<file path="src/rtl/bg_pkg.sv">
// Shared constants and types for the background label ROM arbiter.
// Define BG_OOB_CLAMP_EN to suppress reads for off-screen coordinates and return label 0.
package bg_pkg;

    localparam int BG_HORIZONTAL = 320;
    localparam int BG_VERTICAL   = 220;
    localparam int BG_PIXEL_BITS = 3;
    localparam int BG_ADDR_W     = 17;

`ifdef BG_OOB_CLAMP_EN
    localparam bit BG_OOB_CLAMP = 1'b1;
`else
    localparam bit BG_OOB_CLAMP = 1'b0;
`endif

    typedef enum logic [1:0] {
        G_IDLE,
        G_PEND,
        G_WAIT
    } game_state_t;

endpackage

</file>
<file path="src/rtl/bg_addr_gen.sv">
// Maps a 640x440 screen coordinate onto the half-resolution stored background.
// Also flags coordinates that fall outside the screen.
module bg_addr_gen
    import bg_pkg::*;
#(
    parameter int HORIZONTAL = BG_HORIZONTAL,
    parameter int VERTICAL   = BG_VERTICAL
) (
    input  logic [9:0]           x,
    input  logic [8:0]           y,
    output logic [BG_ADDR_W-1:0] addr,
    output logic                 oob
);

    assign addr = BG_ADDR_W'(y[8:1]) * BG_ADDR_W'(HORIZONTAL) + BG_ADDR_W'(x[9:1]);

    // The flag is forced low unless clamping is built in, so off-screen reads go out unchecked.
    assign oob = BG_OOB_CLAMP &
                 ((32'(x) >= 32'(2 * HORIZONTAL)) | (32'(y) >= 32'(2 * VERTICAL)));

endmodule

</file>
<file path="src/rtl/bg_rom_arbiter.sv">
// Shares one label memory port between the display fetch (absolute priority) and game lookups.
// Optional macro BG_OOB_CLAMP_EN: off-screen requests skip the memory and return label 0.
module bg_rom_arbiter
    import bg_pkg::*;
#(
    parameter int HORIZONTAL = BG_HORIZONTAL,
    parameter int VERTICAL   = BG_VERTICAL,
    parameter int PIXEL_BITS = BG_PIXEL_BITS
) (
    input  logic                  i_clk,
    input  logic                  i_rst,
    input  logic                  i_disp_req,
    input  logic [9:0]            i_disp_x,
    input  logic [8:0]            i_disp_y,
    output logic                  o_disp_valid,
    output logic [PIXEL_BITS-1:0] o_disp_label,
    input  logic                  i_game_valid,
    output logic                  o_game_ready,
    input  logic [9:0]            i_game_x,
    input  logic [8:0]            i_game_y,
    output logic                  o_game_rvalid,
    output logic [PIXEL_BITS-1:0] o_game_label,
    output logic                  o_mem_en,
    output logic [BG_ADDR_W-1:0]  o_mem_addr,
    input  logic [PIXEL_BITS-1:0] i_mem_data,
    output logic [15:0]           o_game_wait
);

    game_state_t state_q, state_d;

    logic [9:0]            pend_x_q;
    logic [8:0]            pend_y_q;
    logic [15:0]           wait_q;
    logic [BG_ADDR_W-1:0]  disp_addr, game_addr, mem_addr_q;
    logic                  disp_oob, game_oob;
    logic                  game_hs, game_issue;
    logic                  mem_en_q;
    logic                  s1_disp_q, s1_game_q, s1_oob_q;
    logic                  s2_disp_q, s2_game_q, s2_oob_q;
    logic [PIXEL_BITS-1:0] mem_label, disp_hold_q, game_hold_q;

    bg_addr_gen #(.HORIZONTAL(HORIZONTAL), .VERTICAL(VERTICAL)) u_disp_addr (
        .x    (i_disp_x),
        .y    (i_disp_y),
        .addr (disp_addr),
        .oob  (disp_oob)
    );

    bg_addr_gen #(.HORIZONTAL(HORIZONTAL), .VERTICAL(VERTICAL)) u_game_addr (
        .x    (pend_x_q),
        .y    (pend_y_q),
        .addr (game_addr),
        .oob  (game_oob)
    );

    assign game_hs    = i_game_valid && (state_q == G_IDLE);
    assign game_issue = (state_q == G_PEND) && !i_disp_req;

    // G_WAIT lasts exactly the issue cycle, so the machine is idle again as the response lands.
    always_comb begin
        state_d = state_q;
        case (state_q)
            G_IDLE:  if (game_hs) state_d = G_PEND;
            G_PEND:  if (game_issue) state_d = G_WAIT;
            G_WAIT:  state_d = G_IDLE;
            default: state_d = G_IDLE;
        endcase
    end

    always_ff @(posedge i_clk) begin
        if (i_rst) state_q <= G_IDLE;
        else       state_q <= state_d;
    end

    always_ff @(posedge i_clk) begin
        if (i_rst) begin
            pend_x_q <= '0;
            pend_y_q <= '0;
            wait_q   <= '0;
        end else if (game_hs) begin
            pend_x_q <= i_game_x;
            pend_y_q <= i_game_y;
            wait_q   <= '0;
        end else if ((state_q == G_PEND) && (wait_q != 16'hFFFF)) begin
            wait_q <= wait_q + 16'd1;
        end
    end

    // Two-stage read pipeline: stage 1 drives the memory, stage 2 sees its data.
    always_ff @(posedge i_clk) begin
        if (i_rst) begin
            mem_en_q   <= 1'b0;
            mem_addr_q <= '0;
            s1_disp_q  <= 1'b0;
            s1_game_q  <= 1'b0;
            s1_oob_q   <= 1'b0;
            s2_disp_q  <= 1'b0;
            s2_game_q  <= 1'b0;
            s2_oob_q   <= 1'b0;
        end else begin
            s1_disp_q <= i_disp_req;
            s1_game_q <= game_issue;
            if (i_disp_req) begin
                mem_en_q   <= !disp_oob;
                mem_addr_q <= disp_addr;
                s1_oob_q   <= disp_oob;
            end else if (game_issue) begin
                mem_en_q   <= !game_oob;
                mem_addr_q <= game_addr;
                s1_oob_q   <= game_oob;
            end else begin
                mem_en_q   <= 1'b0;
                s1_oob_q   <= 1'b0;
            end
            s2_disp_q <= s1_disp_q;
            s2_game_q <= s1_game_q;
            s2_oob_q  <= s1_oob_q;
        end
    end

    assign mem_label = s2_oob_q ? '0 : i_mem_data;

    always_ff @(posedge i_clk) begin
        if (i_rst) begin
            disp_hold_q <= '0;
            game_hold_q <= '0;
        end else begin
            if (s2_disp_q) disp_hold_q <= mem_label;
            if (s2_game_q) game_hold_q <= mem_label;
        end
    end

    assign o_mem_en      = mem_en_q;
    assign o_mem_addr    = mem_addr_q;
    assign o_disp_valid  = s2_disp_q;
    assign o_disp_label  = s2_disp_q ? mem_label : disp_hold_q;
    assign o_game_rvalid = s2_game_q;
    assign o_game_label  = s2_game_q ? mem_label : game_hold_q;
    assign o_game_ready  = (state_q == G_IDLE);
    assign o_game_wait   = wait_q;

endmodule

</file>
<file path="config.mk">
export PLATFORM = sky130hd
export DESIGN_NAME = bg_rom_arbiter
export DESIGN_NICKNAME = d
export VERILOG_FILES = /design/src/rtl/bg_pkg.sv /design/src/rtl/bg_addr_gen.sv /design/src/rtl/bg_rom_arbiter.sv
export SDC_FILE = /design/constraint.sdc
export NUM_CORES = 1
export LEC_CHECK = 0
export BUFFER_PORTS_ARGS = -buffer_cell sky130_fd_sc_hd__buf_2
export CAP_MARGIN = 10
export CORE_MARGIN = 4
export CORE_UTILIZATION = 30
export DETAILED_ROUTE_END_ITERATION = 10
export MAX_ROUTING_LAYER = met4
export PLACE_DENSITY = 0.61
export SYNTH_ARGS = -nofsm -noshare
export SYNTH_HDL_FRONTEND = slang
export SYNTH_HIERARCHICAL = 1
export SYNTH_SLANG_ARGS = --single-unit
</file>
<file path="constraint.sdc">
create_clock -name i_clk -period 3.8 [get_ports i_clk]
set_input_delay 0 -clock i_clk [delete_from_list [all_inputs] [get_ports i_clk]]
set_output_delay 0 -clock i_clk [all_outputs]
set_load 0.02 [all_outputs]
</file>
Word level (Yosys, flattened, before mapping)
Cells that the tools add are included. W data, S select, Z words.

Flip-flop bits (word level): 65. Latch bits: 0. Memory bits (writable): 0. ROM bits: 0. Bits of input ports: 45. Output and inout port bits: 43. Word-level logic and storage cells: 38. Memories: 0.

$add $sub $neg: 3. Multiply operators: 2. Div/mod/pow operators: 0. Order comparisons: 0. Equal/unequal tests: 4. Shifts and indexed selects: 0. Muxes and demuxes: 9. Bitwise gates (word level): 0. Reductions and logical operators: 8.

Operator list (count): $add A17 B9 Y17 (2); $mux W17 (2); $mul A8 B3 Y11 const B (2); $add A16 B1 Y16 const B (1); $ne A16 B16 Y1 const B (1); $mux W3 (2); $mux W2 (2); $pmux W2 S2 (1); $logic_and A1 B1 Y1 (3); $eq A2 B1 Y1 const B (1); $logic_not A2 Y1 (1); $mux W1 (2); $ne A2 B1 Y1 const B (1); $ne A2 B2 Y1 const B (1); $reduce_and A2 Y1 (1); $reduce_bool A2 Y1 (1); $reduce_or A2 Y1 (1); $logic_not A1 Y1 (1).

Logic depth before layout (Yosys ltp)
Gate-level depths: netlist (run 1).

Word-level depth: 4. Mapped depth: 11.

Modules after synthesis
Netlist (run 1), hierarchy kept.

By module, submodules not included: bg_rom_arbiter (instances 1, cells each 297, area each 2703.8 um2, seq. area each 1341.3 um2); bg_addr_gen (u_game_addr) (instances 1, cells each 82, area each 688.2 um2, seq. area each 0.0 um2); bg_addr_gen (u_disp_addr) (instances 1, cells each 82, area each 681.9 um2, seq. area each 0.0 um2).

Worst setup path after synthesis (run 1)
No wires, ideal clock.

Path kind: flip-flop to flip-flop. Start point: reg pend_y_q[2]. End point: reg mem_addr_q[16] (netlist: o_mem_addr[16]). Data arrival time: 2626 ps. Required time: 3730 ps. Slack: 1104 ps. Stages on the path, launching flop included: 12. Path buffers: 0. Cell sequence: dfxtp_1 ha_1 ha_1 fa_1 a211oi_2 o22ai_1 nor4b_4 a32oi_1 nand3_1 nand2_1 a21o_1 a21oi_1.

Word-level cells in the longest chain between the ends: 4.

RTL lines: start: declaration (line bg_rom_arbiter.sv:32) `logic [8:0] pend_y_q;`; start signal: assignment (line bg_rom_arbiter.sv:82) `pend_y_q <= i_game_y;`; $mul A8 B3 Y11 (line bg_addr_gen.sv:15) `assign addr = BG_ADDR_W'(y[8:1]) * BG_ADDR_W'(HORIZONTAL) + BG_ADDR_W'(x[9:1]);`; $add A17 B9 Y17 (line bg_addr_gen.sv:15); via game_addr[16] (line bg_rom_arbiter.sv:34) `logic [BG_ADDR_W-1:0] disp_addr, game_addr, mem_addr_q;`; $mux W17 (line bg_rom_arbiter.sv:107) `end else if (game_issue) begin`; $mux W17 (line bg_rom_arbiter.sv:103) `if (i_disp_req) begin`; end signal: assignment (line bg_rom_arbiter.sv:105) `mem_addr_q <= disp_addr;`; end signal: assignment (line bg_rom_arbiter.sv:109) `mem_addr_q <= game_addr;`; end: declaration (line bg_rom_arbiter.sv:34).

The timed path passes the listed nets, and every way through them passes these cells. The select of a mux whose other input is x is not followed. A chain may end at the register's enable or synchronous reset.

Worst setup path after layout (run 1)
Ends and elaborated chain as after synthesis.

==> key figures, run 1 <==
Global routing
  – Largest net degree at the start of global routing: 42
  – First-pass GRT wire length: between 15,000 and 20,000 microns
  – Grt met1 use: 0.1691
  – GRT met2 Usage: 0.2285
  – GRT Total Usage: 0.1389
  – Met3 usage: 0.03497
  – Total congestion overflow: 0
  – Vias in the first global route: ~3,600
  – GR peak layer: met2
  – Initial antenna violation count: 0

Final layout
  – Multi-input gate area: between 0.002 and 0.0025 sq mm
  – Share of layout cells above drive strength 1: 0.2323
  – N_diodes: 0
  – Final core occ: 0.3801
  – Layout Cells excl Fill: around 730
  – Final-layout fill cell count: between 1,000 and 1,500
  – Register area: between 0.001 and 0.0015 sq mm
  – Net count, final: ~630
  – Area grow syn2layout: 24.83%

Placed design
  – Post-Place Cells: slightly below 700
  – Worst slack, placed: between 0.8 and 0.9 ns
  – RD Place Congestion: 0.8681
  – Hpwl dp: ~7400 microns
  – PortBufs: between 80 and 90

Critical path
  – Worst setup SP type: flip-flop
  – Worst-path fanout max: 5
  – R2r setup slk: slightly below 0.9 ns
  – Arr. time, crit path: between 3 and 4 ns
  – Crit path kind: reg2reg
  – Setup crit end kind: flip-flop
  – CP required: 4.05 ns

Routing
  – Initial DRC count: 159
  – First-pass iteration count of the detailed router: 5
  – DR DRC count: 0
  – DRT Wirelength: between 10,000 and 15,000 microns
  – Via count: around 3,500
  – Vias per inst: between 4 and 5
  – Avg WL per Cell: about 14 microns
  – Antenna-violating nets left: 0

Worst hold path
  – Min-Delay Path Class: in2reg

STA
  – Worst Tran Pin Value: approximately 1.0 ns
  – Final period util: 0.7647
  – Final setup viols: 0
  – Slew headroom: 0.3363
  – Final min period: roughly 2.9 ns
  – Final Skew: about 0.0049 ns
  – Max Clock Freq: about 340 MHz
  – Max-slew violation count: 0
  – Fin worst setup slack: 0.8940 ns
  – Final Hold Fails: 0
  – Unrepaired setup endpoints after global routing: no
  – Total negative slack: 0 ns

Clocking
  – Root buf cell: clkbuf_16
  – H-tree Lvls: 3
  – # clock sinks: between 60 and 70
  – Post-CTS setup buffer count: 0
  – Hold buffer count at CTS: 23
  – Clk slew on worst S/H paths: 0.06 ns
  – Num CTS Buffers: 9
  – Post-cts gate resize count: 0
  – TritonCTS clock tree: yes
  – Clock Path Buffers: 2
  – Skew-Pair Late Insertion Delay: about 0.32 ns

Power and ir drop
  – Gate power share: 0.212
  – P_sw: between 500 and 600 uW
  – Sequential share of power: 0.385
  – Clock power frac: 0.403
  – Switching part of the total: 0.2972
  – P_leak: 0.002182 uW
  – Worst ir drop on vdd: 0.2656 mV
  – Cell-internal power: roughly 1400 uW
  – Pwr Density: a little under 400 mW/mm^2

Floorplanning
  – Initial core utilization: 0.3045
  – Core Area: 0.01319 sq mm
  – Die Area: roughly 0.015 sq mm
  – Die width: around 120 microns
  – Io pins: 88
  – Num rows: 42
  – Die height: 123.7 microns

Status
  – Run status: completed

Yosys
  – Post-synth design cell area: between 0.004 and 0.005 sq mm
  – Warnings from Yosys: 6
  – Syn Nets: 537
  – Mapped Cells: around 460
  – Syn_area_per_cell: approximately 8.8 sq um

Flow run
  – # Max-Cap Violations: 0
layout make-up:
type	instances	area share
Inverter	15	0.01123
Timing Repair Buffer	108	0.1318
Multi-Input combinational cell	347	0.4974
Sequential cell	65	0.2595
Clock buffer	10	0.04767
Clock inverter	6	0.008485
Tap cell	176	0.04392
worst max-delay path, stage by stage (launching register included):
cell,delay [ns]
dfxtp_1,0.33
ha_1,0.30
ha_1,0.23
fa_1,0.44
a211oi_2,0.37
o22ai_1,0.19
nor4b_4,0.38
nand4_1,0.16
nand3_1,0.11
nand2_1,0.06
a21o_1,0.15
a21oi_1,0.12
per-stage QoR:
step           instance area [sq um]  hold slack, ns  total power (uW)
3_5_place_dp                    4502          0.2125              1149
3_3_place_gp                    4502          0.2174              1140
6_report                        5014         0.09623              1932
4_1_cts                         5014         0.08672              1953
2_1_floorplan                   4016          0.1257              1053
5_1_grt                         5014          0.1357              2041
layer usage:
| metal | share of wire | wire, microns |
|---|---|---|
| met5 | 0 | 0 |
| met4 | 0.011 | 114 |
| met3 | 0.057 | 575 |
| met2 | 0.48 | 4842 |
| met1 | 0.45 | 4550 |
path summary, 6_finish.rpt:
| path | startpoint | cells past startpoint | endpoint |
|---|---|---|---|
| setup / recovery | pend_y_q[2]$_SDFFE_PP0P_ | 11 | o_mem_addr[16]$_SDFFE_PP0P_ |
| hold / removal | i_disp_x[7] | 4 | o_mem_addr[6]$_SDFFE_PP0P_ |
| setup reg to reg | pend_y_q[2]$_SDFFE_PP0P_ | 11 | o_mem_addr[16]$_SDFFE_PP0P_ |
| hold reg to reg | s1_game_q$_SDFF_PP0_ | 1 | o_game_rvalid$_SDFF_PP0_ |
flip-flops by register name, indices dropped and copies added (netlist names):
| signal | flops |
|---|---|
| o_mem_addr | 17 |
| o_game_wait | 16 |
| pend_x_q | 9 |
| pend_y_q | 8 |
| disp_hold_q | 3 |
| game_hold_q | 3 |
| state_q | 2 |
| o_disp_valid | 1 |
| o_game_rvalid | 1 |
| o_mem_en | 1 |
| s1_disp_q | 1 |
| s1_game_q | 1 |
| s1_oob_q | 1 |
| s2_oob_q | 1 |
cells in the final DEF, fill, tap and decap left out, drive strengths merged, types with 5 or more instances in the layout:
master       count
nor3             8
clkbuf          10
nor4             6
nand3            8
or3              5
and2             9
nand4           10
a21o            22
nor3b            5
dlygate4sd3     23
o21ai           13
ha              31
xor2             7
nor2            20
nand2           66
xnor2           12
a22o            17
inv             16
dfxtp           65
mux2             6
a211oi           5
a21oi           27
nor2b           13
buf             85
power by group through the flow:
stage	Clock, uW	Sequential, uW	Combinational [uW]
floorplan	0	775	277
global placement	0	757	384
detailed placement	0	758	391
CTS	796	744	413
global route	832	749	460
finish	779	743	410
Power figures use the tool's default switching activity.
==> run 2: changes to the inputs <==
--- a/config.mk
+++ b/config.mk
@@ -5,13 +5,14 @@
 export SDC_FILE = /design/constraint.sdc
 export NUM_CORES = 1
 export LEC_CHECK = 0
+export ABC_AREA = 1
 export BUFFER_PORTS_ARGS = -buffer_cell sky130_fd_sc_hd__buf_2
 export CAP_MARGIN = 10
 export CORE_MARGIN = 4
 export CORE_UTILIZATION = 30
 export DETAILED_ROUTE_END_ITERATION = 10
 export MAX_ROUTING_LAYER = met4
-export PLACE_DENSITY = 0.61
+export PLACE_DENSITY = 0.63
 export SYNTH_ARGS = -nofsm -noshare
 export SYNTH_HDL_FRONTEND = slang
 export SYNTH_HIERARCHICAL = 1
==> constraint.sdc (replaced) <==
create_clock -name i_clk -period 2.6 [get_ports i_clk]
set_input_delay 0 -clock i_clk [delete_from_list [all_inputs] [get_ports i_clk]]
set_output_delay 0 -clock i_clk [all_outputs]
set_load 0.02 [all_outputs]
==> run 2 against run 1 <==
Effect of this change:
- cell area is 3.8% higher
- critical path depth increased by 3
- largest cell class unchanged
- critical endpoint unchanged
- cell count up 20%
- sequential power increased by 47%
- routed wire length fell by 3.4%
- clock power is 63% higher
- synthesized area up 3.1%
- maximum frequency up 24%
- die area rose by 2.9%
- combinational power is 44% higher
- via count increased by 8.8%
==> key figures, run 2 <==
Yosys
  – Warnings from Yosys: 6
  – Syn_area_per_cell: just under 7 sq um
  – Mapped Cells: 600
  – Post-synth design cell area: between 0.004 and 0.005 sq mm
  – Syn Nets: 680

Clocking
  – Root buf cell: clkbuf_16
  – Num CTS Buffers: 9
  – Post-cts gate resize count: 0
  – Clock Path Buffers: 2
  – TritonCTS clock tree: yes
  – # clock sinks: 65
  – Skew-Pair Late Insertion Delay: approximately 0.33 ns
  – H-tree Lvls: 3
  – Clk slew on worst S/H paths: ~0.050 ns

Floorplanning
  – Core Area: between 0.01 and 0.015 sq mm
  – Initial core utilization: 0.3090
  – Die height: 125.5 microns
  – Die width: roughly 130 microns
  – Io pins: 88
  – Die Area: 0.01574 sq mm
  – Num rows: 42

Critical path
  – RR Endpoint: o_mem_addr[16]$_SDFFE_PP0P_
  – Setup crit end: o_mem_addr[16]$_SDFFE_PP0P_
  – Worst Reg2Reg Path Length in Cells: 14
  – Worst-path fanout max: 4
  – Worst setup SP type: flip-flop
  – Setup crit end kind: flip-flop
  – R2r setup slk: around 0.26 ns
  – Reg-to-Reg Start: pend_y_q[2]$_SDFFE_PP0P_
  – Setup crit start: pend_y_q[2]$_SDFFE_PP0P_
  – Arr. time, crit path: approximately 2.6 ns
  – Crit path kind: reg2reg
  – CP required: approximately 2.9 ns

Power and ir drop
  – Clock power frac: 0.430
  – Sequential share of power: 0.370
  – Tot Pwr: slightly below 3000 uW
  – Worst ir drop on vdd: approximately 0.35 mV
  – P_sw: approximately 850 uW
  – Cell-internal power: 2092 uW
  – Gate power share: 0.200
  – Pwr Density: 565.9 mW/mm^2
  – Switching part of the total: 0.2898
  – P_leak: between 0.002 and 0.003 uW

STA
  – Final period util: 0.8984
  – Total negative slack: 0 ns
  – Final Skew: 0.006247 ns
  – Final Hold Fails: 0
  – Worst Tran Pin Value: a little under 0.7 ns
  – WHS: between 0.1 and 0.15 ns
  – Final setup viols: 0
  – Unrepaired setup endpoints after global routing: no
  – Max Clock Freq: 428.1 MHz
  – Fin worst setup slack: 0.2642 ns
  – Max-slew violation count: 0
  – Final min period: 2.336 ns
  – Slew headroom: 0.5360

Placed design
  – Hpwl dp: 7342 microns
  – Worst slack, placed: ~0.28 ns
  – PortBufs: just over 80
  – RD Place Congestion: just under 0.8

Final layout
  – Final-layout fill cell count: roughly 1,400
  – Area grow syn2layout: 25.72%
  – Net count, final: 775
  – Most frequent cells in the layout: nand2_1 (162), buf_2 (83), inv_1 (70)
  – Share of layout cells above drive strength 1: 0.2043
  – Most common cell after layout, fill and taps aside: nand2_1
  – Register area: 0.001301 sq mm
  – N_diodes: 0
  – Largest register FFs: 17
  – Multi-input gate area: roughly 0.0024 sq mm

Global routing
  – Initial antenna violation count: 0
  – GRT Total Usage: 0.1316
  – Total congestion overflow: 0
  – First-pass GRT wire length: between 15,000 and 20,000 microns
  – Vias in the first global route: about 3,600
  – Largest net degree at the start of global routing: 34

Routing
  – Initial DRC count: between 100 and 150
  – First-pass iteration count of the detailed router: 4
  – DR DRC count: 0
  – Antenna-violating nets left: 0
  – Avg WL per Cell: 11.12 microns
  – Via count: 3,862
  – DRT Wirelength: ~10000 microns
  – Vias per inst: around 4.4

Worst hold path
  – Min-Delay Path Class: in2reg

Flow run
  – # Max-Cap Violations: 0

Status
  – Run status: completed
-- run 2: repair_timing --
action,in CTS,in global routing
hold endpoints to repair,32,0
buffers inserted,0,0
hold buffers,28,0
endpoints found under the setup margin,0,0
-- run 2: worst min-delay path by stage --
| stage | from | end | slack (ns) | cells past startpoint |
|---|---|---|---|---|
| final | i_disp_y[8] | o_mem_addr[16]$_SDFFE_PP0P_ | 0.10 | 5 |
| after CTS | i_disp_y[8] | o_mem_addr[16]$_SDFFE_PP0P_ | 0.09 | 5 |
| after global placement | i_game_x[3] | pend_x_q[3]$_SDFFE_PP0P_ | 0.25 | 3 |
| after floorplan | i_rst | s1_disp_q$_SDFF_PP0_ | 0.08 | 1 |
| after global routing | i_disp_req | state_q[1]$_SDFFE_PP0P_ | 0.14 | 3 |
| after detailed placement | i_game_x[4] | pend_x_q[4]$_SDFFE_PP0P_ | 0.26 | 3 |
-- run 2: final cells by class --
| class | instances | share of cell area |
|---|---|---|
| Multi-Input combinational cell | 428 | 0.4529 |
| Timing Repair Buffer | 115 | 0.1394 |
| Sequential cell | 65 | 0.2500 |
| Inverter | 76 | 0.05481 |
| Clock buffer | 11 | 0.04856 |
| Clock inverter | 5 | 0.01202 |
| Tap cell | 176 | 0.04231 |
-- run 2: stage by stage --
stage	cells	utilization	area [sq um]
global placement	832	0.3440	4609
finish	876	0.3884	5205
global route	876	0.3884	5205
CTS	876	0.3884	5205
detailed placement	832	0.3440	4609
floorplan	600	-	4140
-- run 2: metal layers --
metal	part of all wire	global-route usage	up-vias	wire [microns]
met2	0.44	0.2111	69	4333
met3	0.062	0.03966	11	601
met4	0.016	0.04528	0	155
li1	-	-	2074	-
met5	0	-	-	0
met1	0.48	0.1573	1708	4651
-- run 2: critical path, stage by stage, from the launching register on --
cell and delay [ns]:
dfxtp_1 0.34, ha_1 0.30, ha_1 0.23, fa_1 0.40, nand2_1 0.10, inv_1 0.05
nor2_2 0.11, nand2_1 0.07, nor2_2 0.13, nand2_2 0.09, nor2_4 0.09, nand3b_1 0.08
nand2_1 0.07, nand2_1 0.05, a31oi_1 0.15
-- run 2: power by group through the flow --
stage	Sequential, uW	Clock, uW	Combinational, uW
after global placement	1110	0	560
after global routing	1100	1350	679
after detailed placement	1110	0	565
after floorplan	1140	0	392
final	1090	1270	589
after CTS	1090	1300	599
==> run 3: changes to the inputs <==
--- a/config.mk
+++ b/config.mk
@@ -5,15 +5,13 @@
 export SDC_FILE = /design/constraint.sdc
 export NUM_CORES = 1
 export LEC_CHECK = 0
-export ABC_AREA = 1
 export BUFFER_PORTS_ARGS = -buffer_cell sky130_fd_sc_hd__buf_2
 export CAP_MARGIN = 10
 export CORE_MARGIN = 4
-export CORE_UTILIZATION = 30
+export CORE_UTILIZATION = 34
 export DETAILED_ROUTE_END_ITERATION = 10
 export MAX_ROUTING_LAYER = met4
-export PLACE_DENSITY = 0.63
+export PLACE_DENSITY = 0.69
 export SYNTH_ARGS = -nofsm -noshare
 export SYNTH_HDL_FRONTEND = slang
-export SYNTH_HIERARCHICAL = 1
 export SYNTH_SLANG_ARGS = --single-unit
==> run 3 against run 2 <==
Effect of this change:
- the run now ends with negative setup slack left
- synthesized area is 15% lower
- global-route usage increased by 3.2 points
- critical path depth decreased by 5
- synthesized cell count is 36% lower
- via count is 18% lower
- hold slack got worse by 0.067 ns
- combinational power about the same
- routed wire length is 5.8% lower
- cell area fell by 10%
- sequential cell count shrank 2
==> key figures, run 3 <==
STA
  – Worst Tran Pin Value: between 0.6 and 0.7 ns
  – Max Clock Freq: ~370 MHz
  – Unrepaired setup endpoints after global routing: yes
  – Final min period: 2.689 ns
  – Total negative slack: -0.08876 ns
  – Final Hold Fails: 0
  – Slew headroom: 0.5536
  – Fin worst setup slack: -0.08876 ns
  – Final period util: 1.034
  – Final setup viols: 1
  – Max-slew violation count: 0
  – Final Skew: between 0.01 and 0.015 ns

Floorplanning
  – Die Area: 0.01200 sq mm
  – Die height: around 110 microns
  – Num rows: 36
  – Die width: 109.5 microns
  – Io pins: about 90
  – Initial core utilization: 0.3537
  – Core Area: ~0.0099 sq mm

Routing
  – Vias per inst: around 4.9
  – Avg WL per Cell: 14.25 microns
  – Via count: 3,183
  – Initial DRC count: about 120
  – DR DRC count: 0
  – DRT Wirelength: between 9000 and 10,000 microns
  – Antenna-violating nets left: 0
  – First-pass iteration count of the detailed router: 4

Clocking
  – Num CTS Buffers: 9
  – # clock sinks: 63
  – TritonCTS clock tree: yes
  – H-tree Lvls: 3
  – Clock Path Buffers: 2
  – Skew-Pair Late Insertion Delay: about 0.34 ns
  – Clk slew on worst S/H paths: roughly 0.080 ns
  – Root buf cell: clkbuf_8

Yosys
  – Leading area contributor after synthesis: dfxtp_1
  – Share of async-settable or async-resettable flops after synthesis: 0
  – Seq cells post-synth: 63
  – Largest cells by area after synthesis: dfxtp_1 (36%), ha_1 (11%), a21oi_1 (4.9%), xor2_1 (4.2%), a22o_1 (4.0%)
  – Synth top area share: 0.3599
  – Syn Nets: 467
  – Post-synth design cell area: 0.003505 sq mm
  – Post-synth top cells: dfxtp_1 (63), nor2_1 (37), a21oi_1 (34)
  – Primary FF master, synth: dfxtp_1
  – Syn_area_per_cell: ~9.1 sq um
  – Post-synth EDFFs: 0
  – Most frequent cell after synthesis: dfxtp_1
  – Synth cell types: 48
  – Warnings from Yosys: 0
  – Mapped Cells: between 300 and 400
  – Register area share after synthesis: 0.3599

Critical path
  – Crit path kind: reg2reg
  – Worst-path fanout max: 4
  – Most used cell, CP: ha_4
  – Setup crit end kind: flip-flop
  – Arr. time, crit path: between 2 and 3 ns
  – Worst setup SP type: flip-flop
  – CP required: around 2.8 ns
  – CP top delay family: adder cells
  – Cell Chain, Critical Path: ha_4 > ha_4 > fa_2 > a211oi_4 > o22ai_2 > nor4b_4 > xnor3_1 > mux2_4 > a22o_1
  – Crit-path slowest cell: fa_2
  – Buf/Inv on CP: 0
  – Max incr delay on CP: roughly 0.38 ns

Status
  – Run status: finished, violations left
  – Failing checks: negative setup slack

Power and ir drop
  – P_leak: 0.002057 uW
  – Worst ir drop on vdd: about 0.29 mV
  – Tot Pwr: approximately 2400 uW
  – Pwr Density: 504.9 mW/mm^2

Placed design
  – Worst slack, placed: -0.08986 ns
  – PortBufs: 83
  – RD Place Congestion: 0.8346
  – Hpwl dp: 6668 microns

Flow run
  – # Max-Cap Violations: 0

Final layout
  – Most common cell after layout, fill and taps aside: buf_2
  – Largest register FFs: 17
  – Most frequent cells in the layout: buf_2 (83), dfxtp_1 (60), nor2_1 (37)
  – Share of layout cells above drive strength 1: 0.2838
  – N_diodes: 0
  – Net count, final: ~590
  – Final-layout fill cell count: slightly below 1,000
  – Area grow syn2layout: 33.35%

Global routing
  – Vias in the first global route: ~3,200
  – First-pass GRT wire length: approximately 15,000 microns
  – Total congestion overflow: 0
  – Largest net degree at the start of global routing: 34
  – Initial antenna violation count: 0
  – GRT Total Usage: 0.1635

Worst hold path
  – Min-Delay Path Class: in2reg
run 3: layout make-up:
type,count,area [sq um],share of cell area
Clock buffer,12,135.1,0.02892
Inverter,10,37.54,0.008032
Multi-Input combinational cell,299,2266,0.4849
Timing Repair Buffer,123,775.7,0.1660
Tap cell,133,166.4,0.03561
Clock inverter,4,22.52,0.004819
Sequential cell,63,1270,0.2718
run 3: per-stage QoR:
stage | utilization | instance area, sq um | hold WS [ns] | std cells
2_1_floorplan | - | 3561 | 0.1086 | 387
3_3_place_gp | 0.4230 | 4192 | 0.2152 | 602
3_5_place_dp | 0.4230 | 4192 | 0.2153 | 602
4_1_cts | 0.4662 | 4619 | 0.02081 | 642
5_1_grt | 0.4716 | 4673 | 0.02405 | 644
6_report | 0.4716 | 4673 | 0.03463 | 644
run 3: what timing repair did:
item,4_1_cts,5_1_grt
resized for setup,6,9
setup buffers,0,2
pin swaps,5,3
setup endpoints to repair,3,3
hold endpoints to repair,24,0
hold buffers,24,0
cloned,0,0
run 3: per-layer routing:
| metal | track usage | part of all wire |
|---|---|---|
| met5 | - | 0 |
| met4 | 0.03740 | 0.011 |
| met3 | 0.03993 | 0.059 |
| met2 | 0.2694 | 0.46 |
| met1 | 0.2029 | 0.47 |
run 3: where the power goes:
group | total, uW | switching, uW | internal, uW
Sequential | 1050 | 36.0 | 1020
Combinational | 588 | 316 | 272
Clock | 717 | 375 | 342
run 3: kinds of logic after synthesis:
kind of cell             Yosys count  synth area share
flip-flops                        63            0.3599
AND/OR/NAND/NOR                  123            0.1757
XOR/XNOR                          28           0.07390
AO/OA/AOI/OAI                    104            0.2017
multiplexers                       9           0.02856
adder cells (fa/ha/maj)           35            0.1335
buffers and inverters             25           0.02678
run 3: worst paths after layout:
path                                 start                           to  slack (ns)  depth (start not counted)
hold reg to reg       s1_game_q$_SDFF_PP0_     o_game_rvalid$_SDFF_PP0_        0.44                          1
setup / recovery  pend_y_q[2]$_SDFFE_PP0P_  o_mem_addr[14]$_SDFFE_PP0P_       -0.09                          9
setup reg to reg  pend_y_q[2]$_SDFFE_PP0P_  o_mem_addr[14]$_SDFFE_PP0P_       -0.09                          9
hold / removal               i_mem_data[0]    disp_hold_q[0]$_SDFF_PP0_        0.03                          3
run 3: worst register-to-register path, delay by kind of cell (launching register included):
family / cells / cell delay [ns]
AOI/OAI and AO/OA: 3 / 0.62
xor gates and xnor gates: 1 / 0.27
adders and majority gates: 3 / 0.78
DFF: 1 / 0.36
muxes: 1 / 0.27
and+or+nand+nor: 1 / 0.28
